### src/rtl/mips_controller.sv
// mips_controller: multicycle control FSM for the 8-bit MIPS core.
// It sequences a 4-byte fetch, then decode and execute. It drives every
// datapath select and enable, plus the 3-bit alucont code consumed by the ALU.
// The datapath outputs are Moore outputs, registered together with the state.
// Two outputs also look at inputs in the current cycle:
//   pcen    = pcwrite | (branch & zero)
//   alucont = decoded from funct while in RTYPEEX.
// Optional feature macro: CTRL_ADDI_EN (adds the ADDIEX/ADDIWR path for addi).
module mips_controller (
    input  logic       clk,
    input  logic       reset,
    input  logic [5:0] op,
    input  logic [5:0] funct,
    input  logic       zero,
    output logic       memread,
    output logic       memwrite,
    output logic       alusrca,
    output logic       memtoreg,
    output logic       iord,
    output logic       pcen,
    output logic       regwrite,
    output logic       regdst,
    output logic [1:0] pcsource,
    output logic [1:0] alusrcb,
    output logic [3:0] irwrite,
    output logic [2:0] alucont
);

    localparam logic [5:0] OP_LB    = 6'b100000;
    localparam logic [5:0] OP_SB    = 6'b101000;
    localparam logic [5:0] OP_RTYPE = 6'b000000;
    localparam logic [5:0] OP_BEQ   = 6'b000100;
    localparam logic [5:0] OP_J     = 6'b000010;
`ifdef CTRL_ADDI_EN
    localparam logic [5:0] OP_ADDI  = 6'b001000;
`endif

    localparam logic [2:0] ALU_AND = 3'b000;
    localparam logic [2:0] ALU_OR  = 3'b001;
    localparam logic [2:0] ALU_ADD = 3'b010;
    localparam logic [2:0] ALU_SUB = 3'b110;
    localparam logic [2:0] ALU_SLT = 3'b111;

    typedef enum logic [3:0] {
        FETCH1,
        FETCH2,
        FETCH3,
        FETCH4,
        DECODE,
        MEMADR,
        LBRD,
        LBWR,
        SBWR,
        RTYPEEX,
        RTYPEWR,
        BEQEX,
        JEX
`ifdef CTRL_ADDI_EN
        ,
        ADDIEX,
        ADDIWR
`endif
    } state_t;

    typedef struct packed {
        logic       memread;
        logic       memwrite;
        logic       alusrca;
        logic       memtoreg;
        logic       iord;
        logic       pcwrite;
        logic       branch;
        logic       regwrite;
        logic       regdst;
        logic [1:0] pcsource;
        logic [1:0] alusrcb;
        logic [3:0] irwrite;
        logic [2:0] alucont;
    } ctrl_t;

    state_t state_reg;
    state_t state_next;
    ctrl_t  ctrl_reg;
    logic [2:0] funct_alucont;

    // Per-state Moore decode. Anything not named for a state stays 0,
    // except alucont, which defaults to ADD.
    function automatic ctrl_t decode_state(input state_t s);
        ctrl_t c;
        c = '0;
        c.alucont = ALU_ADD;
        case (s)
            FETCH1, FETCH2, FETCH3, FETCH4: begin
                c.memread = 1'b1;
                c.alusrcb = 2'b01;
                c.pcwrite = 1'b1;
                c.pcsource = 2'b00;
                case (s)
                    FETCH1:  c.irwrite = 4'b0001;
                    FETCH2:  c.irwrite = 4'b0010;
                    FETCH3:  c.irwrite = 4'b0100;
                    default: c.irwrite = 4'b1000;
                endcase
            end
            DECODE: begin
                // Branch target is computed early into ALUOut.
                c.alusrcb = 2'b11;
            end
            MEMADR: begin
                c.alusrca = 1'b1;
                c.alusrcb = 2'b10;
            end
            LBRD: begin
                c.memread = 1'b1;
                c.iord = 1'b1;
            end
            LBWR: begin
                c.regwrite = 1'b1;
                c.memtoreg = 1'b1;
            end
            SBWR: begin
                c.memwrite = 1'b1;
                c.iord = 1'b1;
            end
            RTYPEEX: begin
                c.alusrca = 1'b1;
                c.alusrcb = 2'b00;
            end
            RTYPEWR: begin
                c.regwrite = 1'b1;
                c.regdst = 1'b1;
            end
            BEQEX: begin
                c.alusrca = 1'b1;
                c.alusrcb = 2'b00;
                c.alucont = ALU_SUB;
                c.branch = 1'b1;
                c.pcsource = 2'b01;
            end
            JEX: begin
                c.pcwrite = 1'b1;
                c.pcsource = 2'b10;
            end
`ifdef CTRL_ADDI_EN
            ADDIEX: begin
                c.alusrca = 1'b1;
                c.alusrcb = 2'b10;
            end
            ADDIWR: begin
                c.regwrite = 1'b1;
            end
`endif
            default: c = c;
        endcase
        return c;
    endfunction

    // Next-state logic. Unrecognised opcodes fall straight back to FETCH1
    // from DECODE, so they have no side effects.
    always_comb begin
        state_next = FETCH1;
        case (state_reg)
            FETCH1: state_next = FETCH2;
            FETCH2: state_next = FETCH3;
            FETCH3: state_next = FETCH4;
            FETCH4: state_next = DECODE;
            DECODE: begin
                case (op)
                    OP_LB, OP_SB: state_next = MEMADR;
                    OP_RTYPE:     state_next = RTYPEEX;
                    OP_BEQ:       state_next = BEQEX;
                    OP_J:         state_next = JEX;
`ifdef CTRL_ADDI_EN
                    OP_ADDI:      state_next = ADDIEX;
`endif
                    default:      state_next = FETCH1;
                endcase
            end
            MEMADR:  state_next = (op == OP_SB) ? SBWR : LBRD;
            LBRD:    state_next = LBWR;
            RTYPEEX: state_next = RTYPEWR;
`ifdef CTRL_ADDI_EN
            ADDIEX:  state_next = ADDIWR;
`endif
            default: state_next = FETCH1;
        endcase
    end

    // ALU operation selected by funct for R-type execute.
    always_comb begin
        case (funct)
            6'b100000: funct_alucont = ALU_ADD;
            6'b100010: funct_alucont = ALU_SUB;
            6'b100100: funct_alucont = ALU_AND;
            6'b100101: funct_alucont = ALU_OR;
            6'b101010: funct_alucont = ALU_SLT;
            default:   funct_alucont = ALU_ADD;
        endcase
    end

    // State register with outputs registered alongside it. Reset loads the
    // FETCH1 decode at once, so outputs show FETCH1 while reset is held.
    always_ff @(posedge clk or posedge reset) begin
        if (reset) begin
            state_reg <= FETCH1;
            ctrl_reg  <= decode_state(FETCH1);
        end else begin
            state_reg <= state_next;
            ctrl_reg  <= decode_state(state_next);
        end
    end

    assign memread  = ctrl_reg.memread;
    assign memwrite = ctrl_reg.memwrite;
    assign alusrca  = ctrl_reg.alusrca;
    assign memtoreg = ctrl_reg.memtoreg;
    assign iord     = ctrl_reg.iord;
    assign regwrite = ctrl_reg.regwrite;
    assign regdst   = ctrl_reg.regdst;
    assign pcsource = ctrl_reg.pcsource;
    assign alusrcb  = ctrl_reg.alusrcb;
    assign irwrite  = ctrl_reg.irwrite;
    assign pcen     = ctrl_reg.pcwrite | (ctrl_reg.branch & zero);
    assign alucont  = (state_reg == RTYPEEX) ? funct_alucont : ctrl_reg.alucont;

endmodule

### config.mk
export PLATFORM = sky130hd
export DESIGN_NAME = mips_controller
export DESIGN_NICKNAME = d
export VERILOG_FILES = /design/src/rtl/mips_controller.sv
export SDC_FILE = /design/constraint.sdc
export NUM_CORES = 1
export LEC_CHECK = 0
export BUFFER_PORTS_ARGS = -buffer_cell sky130_fd_sc_hd__buf_4
export CORE_MARGIN = 2
export CORE_UTILIZATION = 45
export CTS_CLUSTER_DIAMETER = 80
export DETAILED_ROUTE_END_ITERATION = 16
export GPL_ROUTABILITY_DRIVEN = 0
export GPL_TIMING_DRIVEN = 0
export PLACE_DENSITY_LB_ADDON = 0.05
export SYNTH_ARGS = -nofsm -noshare
export SYNTH_HDL_FRONTEND = slang
export SYNTH_SLANG_ARGS = --single-unit
### constraint.sdc
create_clock -name clk -period 3.55 [get_ports clk]
set_input_delay 0.71 -clock clk [delete_from_list [all_inputs] [get_ports clk]]
set_output_delay 0.71 -clock clk [all_outputs]
set_load 0.03 [all_outputs]
==> metrics.md, run 1 <==
| Metric | Value |
|---|---|
| CP Capture Type | `primary output` |
| Final hold vios | `0` |
| Residual DRC | `0` |
| Largest net degree at the start of global routing | `21` |
| Sequential share of power | `between 30% and 40%` |
| Detailed-router iteration count before antenna repair | `4` |
| Pleak | `0.663 nW` |
| Die ar. | `2590 um2` |
| DRT antenna net count | `0` |
| Final Cycle Share | `slightly below 70%` |
| Post-place instance area | `1270 um2` |
| DR vias | `745` |
| Power share of the clock group | `roughly an eighth` |
| Setup TNS | `0 ns` |
| Final Instance Area | `roughly 1300 um2` |
| Compound-Gate Fraction of Synth Area | `about a tenth` |
| Post-cts sizing count | `0` |
| Reg2reg end | `alusrcb[0]` |
| Port-buffer cells | `33` |
| Pwr dens | `about 670 nW/um2` |
| Mux contribution to synthesized area | `1.01%` |
| NumNets Final | `140` |
| Dominant synthesized flop cell | `dfrtp_1` |
| Critical path endpoint | `alucont[0]` |
| Synth async-reset ratio | `100%` |
| Chip height | `50.9 um` |
| Clock Skew | `0.00941 ns` |
| Final Critical Period | `about 2.5 ns` |
| Pins Over Slew Limit | `0` |
| Clk slew on worst S/H paths | `0.11 ns` |
| Comb pwr share | `between 40% and 50%` |
| Area share of and/or/nand/nor cells after synthesis | `28.2%` |
| Critical path origin | `state_reg[0]` |
| Worst R2R Start | `state_reg[1]` |
| Peak VDD IR | `523 uV` |
| Final-report setup violation count | `0` |
| Syn nets | `just over 100` |
| Synthesized flop and latch total | `20` |
| Seq/Total Area, Yosys | `roughly half` |
| Gate Count Post-Synth | `between 80 and 90` |
| Initial Util | `approximately 50%` |
| CORE AREA | `between 2000 and 2500 um2` |
| Synth warn | `0` |
| Diodes inserted | `0` |
| Post-Synth Adder-Cell Area | `0%` |
| # clock sinks | `20` |
| Post-synth EDFFs | `0` |
| Commonest cells after routing, fill and taps aside | `buf_4 (42), dfrtp_1 (16), nor2_1 (5)` |
| Sw Ratio | `38.4%` |
| Psw | `0.000333 W` |
| Setup repair bufs after CTS | `0` |
| Most common cell after layout, fill and taps aside | `buf_4` |
| Relative slew slack | `~53%` |
| CP startpoint kind | `register` |
| DP HPWL | `between 1 and 1.5 mm` |
| Synthesized cell area | `just under 1000 um2` |
| Syn Area/Cell | `between 10 and 15 um2` |
| CTS buffer count | `3` |
| CTS tree | `done` |
| Main combinational cell family by area after synthesis | `simple AND/OR/NAND/NOR gates` |
| Clk_lat worst skew | `around 0.30 ns` |
| Worst-Margin Slew | `about 0.70 ns` |
| Root buf cell | `clkbuf_4` |
| GR Overflow Total | `0` |
| Layout cells sized above 1 | `a little over 50%` |
| Routed WL per cell | `around 12 um` |
| Outcome | `completed` |
| RSZ-0062 raised after global routing | `no` |
| Worst-path fanout max | `7` |
| Critical Path RT | `roughly 2.8 ns` |
| CTS Hold Bufs | `0` |
| Global-route wire length before repair | `~3.1 mm` |
| P&R area growth vs syn | `31.1%` |
| Internal Power | `0.000536 W` |
| Initial DRC count | `6` |
| Row cnt | `16` |
| DRT Wirelength | `1.83 mm` |
| Worst EP arrival | `roughly 1.8 ns` |
| Via density | `slightly below 5` |
| Vias in the first global route | `between 700 and 800` |
| Total track usage | `roughly 16%` |
| R2R Setup Slk | `approximately 2 ns` |
| H-tree lvl count | `1` |
| Num ports | `34` |
| Placed cells | `147` |
| Max Fclk | `approximately 410 MHz` |
| Max Cap Viol | `0` |
| Hold Path Class | `in -> async` |
| Non-filler instance count after layout | `approximately 150` |
| Yosys cell types | `40` |
| Post-synthesis xor/xnor area fraction | `0.886%` |
| Max Root-Sink Buffers | `2` |
| R2R depth | `4` |
| Crit Path Class | `reg -> out` |
| Chip width | `roughly 51 um` |
| Initial antenna violation count | `0` |
-- layout make-up --
class	instances	area (um2)
Sequential cell	20	505
Timing Repair Buffer	33	248
Inverter	6	22.5
Tap cell	27	33.8
Fill cell	169	726
Clock buffer	4	26.3
Buffer	9	67.6
Multi-Input combinational cell	52	393
-- Yosys cell counts, types with 2 or more instances --
library cell | number | share of area, %
dfrtp_1 | 16 | 41
buf_4 | 9 | 6.8
nor2_1 | 5 | 1.9
dfstp_2 | 4 | 11
inv_1 | 4 | 1.5
nor3b_1 | 4 | 3.0
nor3_1 | 3 | 1.5
nor3b_2 | 3 | 3.8
a21oi_1 | 2 | 1.0
and2b_1 | 2 | 1.5
and3_1 | 2 | 1.3
inv_2 | 2 | 0.76
nand2_1 | 2 | 0.76
nand4_1 | 2 | 1.3
o211ai_1 | 2 | 1.5
-- per-layer routing --
layer  GRT usage (%)  wire [um]  vias up
li1                -          -      371
met5               0          0        -
met4            6.76         15        0
met3            2.92        117        2
met2            28.1        897       27
met1            20.0        801      345
-- worst min path at each step --
stage / from / to / slack, ns / depth (start not counted)
floorplan: state_reg[2] / irwrite[1] / 0.53 / 2
global placement: state_reg[2] / irwrite[3] / 0.57 / 2
detailed placement: state_reg[2] / irwrite[3] / 0.57 / 2
CTS: reset / memtoreg / 0.54 / 2
global route: reset / memtoreg / 0.61 / 2
finish: reset / memtoreg / 0.52 / 2
-- kinds of logic (layout without fill, tap and decap cells) --
logic type	count (synthesis)	in the layout
and+or+nand+nor	37	37
DFF	20	20
buffers and inverters	15	52
AOI/OAI and AO/OA	13	13
xor gates and xnor gates	1	1
muxes	1	1
-- metrics by stage --
step	setup WS [ns]	utilization, %	total power [W]	hold WS [ns]
after floorplan	1.33	-	0.000644	0.532
after global placement	1.37	62.8	0.000758	0.569
after detailed placement	1.34	62.8	0.000768	0.570
after CTS	1.05	64.1	0.000875	0.539
after global routing	0.904	64.1	0.000929	0.606
final	1.09	64.1	0.000869	0.516
-- worst max-delay path, stage by stage (launching register included) --
cell	delay, ns
dfrtp_1	0.49
nor3b_2	0.29
nand2_2	0.13
nor3b_2	0.23
nor2b_1	0.16
buf_4	0.16
-- power by group through the flow --
stage / Combinational [W] / Clock, W / Sequential, W
6_report: 0.000424 / 0.000108 / 0.000337
5_1_grt: 0.000464 / 0.000119 / 0.000346
4_1_cts: 0.000427 / 0.000111 / 0.000338
3_5_place_dp: 0.000426 / 0 / 0.000342
3_3_place_gp: 0.000417 / 0 / 0.000340
2_1_floorplan: 0.000283 / 0 / 0.000361
(Power assumes the default switching activity.)
==> run 2: changes to the inputs <==
--- a/config.mk
+++ b/config.mk
@@ -5,6 +5,7 @@
 export SDC_FILE = /design/constraint.sdc
 export NUM_CORES = 1
 export LEC_CHECK = 0
+export ABC_AREA = 1
 export BUFFER_PORTS_ARGS = -buffer_cell sky130_fd_sc_hd__buf_4
 export CORE_MARGIN = 2
 export CORE_UTILIZATION = 45
==> constraint.sdc (replaced) <==
create_clock -name clk -period 2.4 [get_ports clk]
set_input_delay 0.48 -clock clk [delete_from_list [all_inputs] [get_ports clk]]
set_output_delay 0.48 -clock clk [all_outputs]
set_load 0.03 [all_outputs]
==> metrics.md, run 2 <==
| Metric | Value |
|---|---|
| Max Cap Viol | `0 (unchanged)` |
| Num ports | `34 (unchanged)` |
| Port-buffer cells | `33 (unchanged)` |
| Pwr dens | `1130 nW/um2 (was 670 nW/um2)` |
| R2R depth | `8 (was 4)` |
| Initial DRC count | `8 (was 6)` |
| Final Instance Area | `1400 um2 (was 1300 um2)` |
| Syn nets | `145 (was 102)` |
| Global-route wire length before repair | `3.17 mm (was 3.13 mm)` |
| CTS Hold Bufs | `0 (unchanged)` |
| H-tree lvl count | `1 (unchanged)` |
| Detailed-router iteration count before antenna repair | `4 (unchanged)` |
| Worst EP arrival | `1.70 ns (was 1.75 ns)` |
| Post-place instance area | `1340 um2 (was 1270 um2)` |
| CTS tree | `done (unchanged)` |
| Buf/Inv on CP | `2 (was 1)` |
| Chip height | `52.6 um (was 50.9 um)` |
| Pins Over Slew Limit | `0 (unchanged)` |
| Total track usage | `15.7% (was 16.3%)` |
| Row cnt | `17 (was 16)` |
| CP top delay family | `simple AND/OR/NAND/NOR gates (unchanged)` |
| Worst-path fanout max | `5 (was 7)` |
| Seq/Total Area, Yosys | `47.6% (was 51.1%)` |
| Post-synth EDFFs | `0 (unchanged)` |
| CORE AREA | `2210 um2 (was 2020 um2)` |
| Routed WL per cell | `9.93 um (was 12.1 um)` |
| Ranking of synthesized cells by area | `dfrtp_1 (38%), dfstp_2 (9.9%), nand2_1 (9.6%) (was dfrtp_1 (41%), dfstp_2 (11%), buf_4 (6.8%))` |
| Peak VDD IR | `879 uV (was 523 uV)` |
| Final-report setup violation count | `0 (unchanged)` |
| DP HPWL | `1.55 mm (was 1.45 mm)` |
| Yosys cell types | `20 (was 40)` |
| Fillers | `209 (was 169)` |
| CP max stage cell | `dfrtp_1 (unchanged)` |
| Hold Path Class | `in -> async (unchanged)` |
| Top-count cell post-synth | `nand2_1 (was dfrtp_1)` |
| P&R area growth vs syn | `31.6% (was 31.1%)` |
| Final Critical Period | `approximately 2.2 ns` |
| DR vias | `892 (was 745)` |
| Die ar. | `2760 um2 (was 2590 um2)` |
| Residual DRC | `0 (unchanged)` |
| Max Root-Sink Buffers | `2 (unchanged)` |
| Crit path cell chain | `inv_2, nand2_4, nor3_2, nand2_1, o22ai_1, buf_4 (was nor3b_2, nand2_2, nor3b_2, nor2b_1, buf_4)` |
| WP depth | `6 (was 5)` |
| WHS | `0.290 ns (was 0.516 ns)` |
| Clk_lat worst skew | `0.30 ns (about the same)` |
| DRT antenna net count | `0 (unchanged)` |
| Dominant synthesized flop cell | `dfrtp_1 (unchanged)` |
| Share of the synthesized area in the top cell type | `37.7% (was 40.5%)` |
| Slowest stage delay, CP | `0.45 ns (was 0.49 ns)` |
| Clk slew on worst S/H paths | `0.11 ns (about the same)` |
| Setup TNS | `0 ns (unchanged)` |
| Synthesized flop and latch total | `20 (unchanged)` |
| Layout Utilization | `63.1% (was 64.1%)` |
| CP Capture Type | `primary output (unchanged)` |
| Root buf cell | `clkbuf_4 (unchanged)` |
| Syn Area/Cell | `8.16 um2 (was 11.4 um2)` |
| CTS buffer count | `3 (unchanged)` |
| Synth warn | `0 (unchanged)` |
| Crit Path Class | `reg -> out (unchanged)` |
| Synth async-reset ratio | `100% (unchanged)` |
| Vias in the first global route | `795 (was 732)` |
| Worst-Margin Slew | `0.715 ns (was 0.702 ns)` |
| Initial antenna violation count | `0 (unchanged)` |
| Largest area contributor in the netlist | `dfrtp_1 (unchanged)` |
| Via density | `4.57 (was 4.93)` |
| Commonest cells after routing, fill and taps aside | `buf_4 (42), nand2_1 (27), inv_1 (18) (was buf_4 (42), dfrtp_1 (16), nor2_1 (5))` |
| Initial Util | `48.0% (was 48.9%)` |
| Chip width | `52.6 um (was 50.9 um)` |
| Most common cell after layout, fill and taps aside | `buf_4 (unchanged)` |
| R2R Setup Slk | `1.04 ns (was 2.05 ns)` |
| Max Fclk | `roughly 460 MHz` |
| Outcome | `completed (unchanged)` |
| GR Overflow Total | `0 (unchanged)` |
| NumNets Final | `183 (was 140)` |
| Final hold vios | `0 (unchanged)` |
| Diodes inserted | `0 (unchanged)` |
| # clock sinks | `20 (unchanged)` |
| Layout cells sized above 1 | `42.5% (was 51.6%)` |
| Most frequent cells after synthesis | `nand2_1 (27), inv_1 (18), dfrtp_1 (16), nor2_1 (16) (was dfrtp_1 (16), buf_4 (9), nor2_1 (5))` |
| Largest net degree at the start of global routing | `21 (unchanged)` |
| Pleak | `0.800 nW (was 0.663 nW)` |
| Post-cts sizing count | `0 (unchanged)` |
| RSZ-0062 raised after global routing | `no (unchanged)` |
| CP startpoint kind | `register (unchanged)` |
| Final Cycle Share | `between 90% and 100%` |
| Clock Skew | `0.00380 ns (was 0.00941 ns)` |
| Synthesized cell area | `1060 um2 (was 988 um2)` |
| Gate Count Post-Synth | `130 (was 87)` |
| DRT Wirelength | `1.94 mm (was 1.83 mm)` |
| Critical Path RT | `1.92 ns (was 2.84 ns)` |
| Relative slew slack | `52.3% (was 53.1%)` |
| Setup repair bufs after CTS | `0 (unchanged)` |
-- run 2: changes by cell type after synthesis, moves of 3 or more --
| cell | previous run | this run |
|---|---|---|
| inv_1 | 4 | 18 |
| nand2_1 | 2 | 27 |
| nand2_2 | 1 | 4 |
| nand3_1 | 1 | 9 |
| nand3_2 | 1 | 4 |
| nor2_1 | 5 | 16 |
| nor2_2 | 0 | 3 |
| nor2_4 | 0 | 3 |
| nor3b_1 | 4 | 0 |
| nor3b_2 | 3 | 0 |
-- run 2: stage by stage --
stage,cells,worst slack (ns),total power (W)
3_3_place_gp,191,0.577,0.00131
6_report,195,0.220,0.00157
3_5_place_dp,191,0.547,0.00132
5_1_grt,195,0.0818,0.00168
2_1_floorplan,130,0.304,0.00110
4_1_cts,195,0.197,0.00159
-- run 2: worst paths after layout --
check / start / end
setup / recovery: state_reg[1] / alucont[0]
hold / removal: reset / memwrite
setup reg to reg: state_reg[1] / memread
hold reg to reg: state_reg[3] / alusrcb[0]
max in group asynchronous: reset / state_reg[0]
min in group clk: op[2] / memwrite
-- run 2: report_power, final --
part | internal (W) | switching, W
clock network | 0.000169 | 0.000100
registers | 0.000466 | 0.0000519
logic | 0.000304 | 0.000484
total | 0.000938 | 0.000636
-- run 2: logic make-up after synthesis --
logic type             count (synthesis)  synth area share, %
buffers and inverters                 31                 14.1
flip-flops                            20                 47.6
AO/OA/AOI/OAI                          5                 2.71
AND/OR/NAND/NOR                       74                 35.5
-- run 2: cell type report --
| cell class | instances | area, um2 | area share [%] |
|---|---|---|---|
| buffer | 9 | 67.6 | 4.84 |
| clock buffer | 3 | 22.5 | 1.61 |
| clock inverter | 1 | 30.0 | 2.15 |
| inverter | 22 | 82.6 | 5.91 |
| multi-input combinational | 79 | 405 | 29.0 |
| sequential | 20 | 505 | 36.2 |
| tap | 28 | 35.0 | 2.51 |
| timing repair buffer | 33 | 248 | 17.7 |
-- run 2: per-layer routing --
| layer | global-route usage, % | vias to the layer above | wire, um |
|---|---|---|---|
| met3 | 2.57 | 2 | 114 |
| met4 | 7.69 | 0 | 14 |
| li1 | - | 460 | - |
| met1 | 18.0 | 406 | 866 |
| met5 | 0 | - | 0 |
| met2 | 27.9 | 24 | 941 |
==> run 3: changes to the inputs <==
--- a/config.mk
+++ b/config.mk
@@ -14,6 +14,7 @@
 export GPL_ROUTABILITY_DRIVEN = 0
 export GPL_TIMING_DRIVEN = 0
 export PLACE_DENSITY_LB_ADDON = 0.05
+export REMOVE_ABC_BUFFERS = 1
 export SYNTH_ARGS = -nofsm -noshare
 export SYNTH_HDL_FRONTEND = slang
 export SYNTH_SLANG_ARGS = --single-unit
==> metrics.md, run 3 (synthesized netlist as in run 2, its figures left out) <==
| Metric | Value |
|---|---|
| Outcome | `completed (unchanged)` |
| Clk slew on worst S/H paths | `0.11 ns (about the same)` |
| CORE AREA | `2210 um2 (unchanged)` |
| Global-route wire length before repair | `3.05 mm (was 3.17 mm)` |
| Clock Skew | `0.00645 ns (was 0.00380 ns)` |
| DRT antenna net count | `0 (unchanged)` |
| DR vias | `849 (was 892)` |
| # clock sinks | `20 (unchanged)` |
| P&R area growth vs syn | `25.2% (was 31.6%)` |
| Final-report setup violation count | `0 (unchanged)` |
| Chip width | `52.6 um (unchanged)` |
| NumNets Final | `174 (was 183)` |
| Largest net degree at the start of global routing | `21 (unchanged)` |
| Hold Path Class | `in -> async (unchanged)` |
| Routed WL per cell | `9.53 um (was 9.93 um)` |
| DRT Wirelength | `1.77 mm (was 1.94 mm)` |
| H-tree lvl count | `1 (unchanged)` |
| Post-cts sizing count | `0 (unchanged)` |
| Commonest cells after routing, fill and taps aside | `buf_4 (33), nand2_1 (27), inv_1 (18) (was buf_4 (42), nand2_1 (27), inv_1 (18))` |
| Reg2reg end | `irwrite[0] (was memread)` |
| Detailed-router iteration count before antenna repair | `4 (unchanged)` |
| Worst-path fanout max | `5 (unchanged)` |
| Die ar. | `2760 um2 (unchanged)` |
| Max Cap Viol | `0 (unchanged)` |
| Max Root-Sink Buffers | `2 (unchanged)` |
| Diodes inserted | `0 (unchanged)` |
| DP HPWL | `1.43 mm (was 1.55 mm)` |
| Initial DRC count | `9 (was 8)` |
| CP startpoint kind | `register (unchanged)` |
| Final Cycle Share | `89.1% (was 90.9%)` |
| Pwr dens | `1120 nW/um2 (was 1130 nW/um2)` |
| Worst R2R Start | `state_reg[0] (was state_reg[1])` |
| Final Critical Period | `2.14 ns (was 2.18 ns)` |
| Total track usage | `15.3% (was 15.7%)` |
| Worst EP arrival | `1.66 ns (was 1.70 ns)` |
| Vias in the first global route | `739 (was 795)` |
| Worst-Margin Slew | `0.701 ns (was 0.715 ns)` |
| Final hold vios | `0 (unchanged)` |
| Setup TNS | `0 ns (unchanged)` |
| Port-buffer cells | `33 (unchanged)` |
| Relative slew slack | `53.2% (was 52.3%)` |
| Crit Path Class | `reg -> out (unchanged)` |
| Root buf cell | `clkbuf_4 (unchanged)` |
| R2R Setup Slk | `1.07 ns (was 1.04 ns)` |
| Pins Over Slew Limit | `0 (unchanged)` |
| CTS buffer count | `3 (unchanged)` |
| Row cnt | `17 (unchanged)` |
| Pleak | `0.753 nW (was 0.800 nW)` |
| Clk_lat worst skew | `0.29 ns (was 0.30 ns)` |
| Most common cell after layout, fill and taps aside | `buf_4 (unchanged)` |
| Setup repair bufs after CTS | `0 (unchanged)` |
| Layout Utilization | `60.1% (was 63.1%)` |
| Num ports | `34 (unchanged)` |
| CP Capture Type | `primary output (unchanged)` |
| Layout cells sized above 1 | `39.2% (was 42.5%)` |
| Initial antenna violation count | `0 (unchanged)` |
| RSZ-0062 raised after global routing | `no (unchanged)` |
| Via density | `4.56 (was 4.57)` |
| CTS Hold Bufs | `0 (unchanged)` |
| Max Fclk | `468 MHz (was 459 MHz)` |
| Initial Util | `48.0% (unchanged)` |
| R2R depth | `8 (unchanged)` |
| Chip height | `52.6 um (unchanged)` |
| Peak VDD IR | `706 uV (was 879 uV)` |
| GR Overflow Total | `0 (unchanged)` |
| Residual DRC | `0 (unchanged)` |
| CTS tree | `done (unchanged)` |
| Critical Path RT | `1.92 ns (about the same)` |
==> run 3: changes by cell type in the layout (fill, tap and decap cells not counted), sizes merged <==
cell	delta
buf	-9
==> run 3: metal layers <==
layer  global-route usage (%)  up-vias  wire length [um]
met5                        0        -                 0
met1                     18.4      379               767
met3                     2.57        4                80
met4                     8.97        0                36
met2                     25.6       20               889
li1                         -      446                 -
==> run 3: worst max-delay path by stage <==
stage	startpoint	slack, ns	end	cells past startpoint
after floorplan	state_reg[1]	0.30	alucont[0]	5
after global placement	state_reg[1]	0.56	alucont[0]	6
after detailed placement	state_reg[1]	0.57	alucont[0]	6
after CTS	state_reg[1]	0.21	alucont[0]	6
after global routing	state_reg[1]	0.1	alucont[0]	6
final	state_reg[1]	0.26	alucont[0]	6
==> run 3: per-stage QoR <==
step           std cells  setup WS (ns)  instance area (um2)  power [W]  hold slack, ns
6_report             186          0.261                 1330    0.00149           0.283
5_1_grt              186         0.0982                 1330    0.00160           0.344
4_1_cts              186          0.207                 1330    0.00151           0.299
3_5_place_dp         182          0.568                 1280    0.00124           0.524
3_3_place_gp         182          0.558                 1280    0.00123           0.528
2_1_floorplan        121          0.300                  993    0.00103           0.441
==> run 3: critical path, stage by stage (launching register included) <==
cell,delay [ns]
dfrtp_1,0.44
inv_2,0.13
nand2_4,0.08
nor3_2,0.25
nand2_1,0.12
o22ai_1,0.16
buf_4,0.18
==> run 3: final cells by class <==
| type | instances | area (um2) |
|---|---|---|
| clock buffer | 3 | 22.5 |
| fill | 209 | 883 |
| timing repair buffer | 33 | 248 |
| inverter | 22 | 82.6 |
| tap | 28 | 35.0 |
| multi-input combinational | 79 | 405 |
| clock inverter | 1 | 30.0 |
| sequential | 20 | 505 |
==> run 3: report_power, final <==
group	switching, W	internal [W]	leakage (nW)	total [W]
clock	0.0000971	0.000169	0.0279	0.000266
sequential	0.0000687	0.000466	0.255	0.000534
combinational	0.000444	0.000244	0.470	0.000688
total	0.000610	0.000879	0.753	0.00149
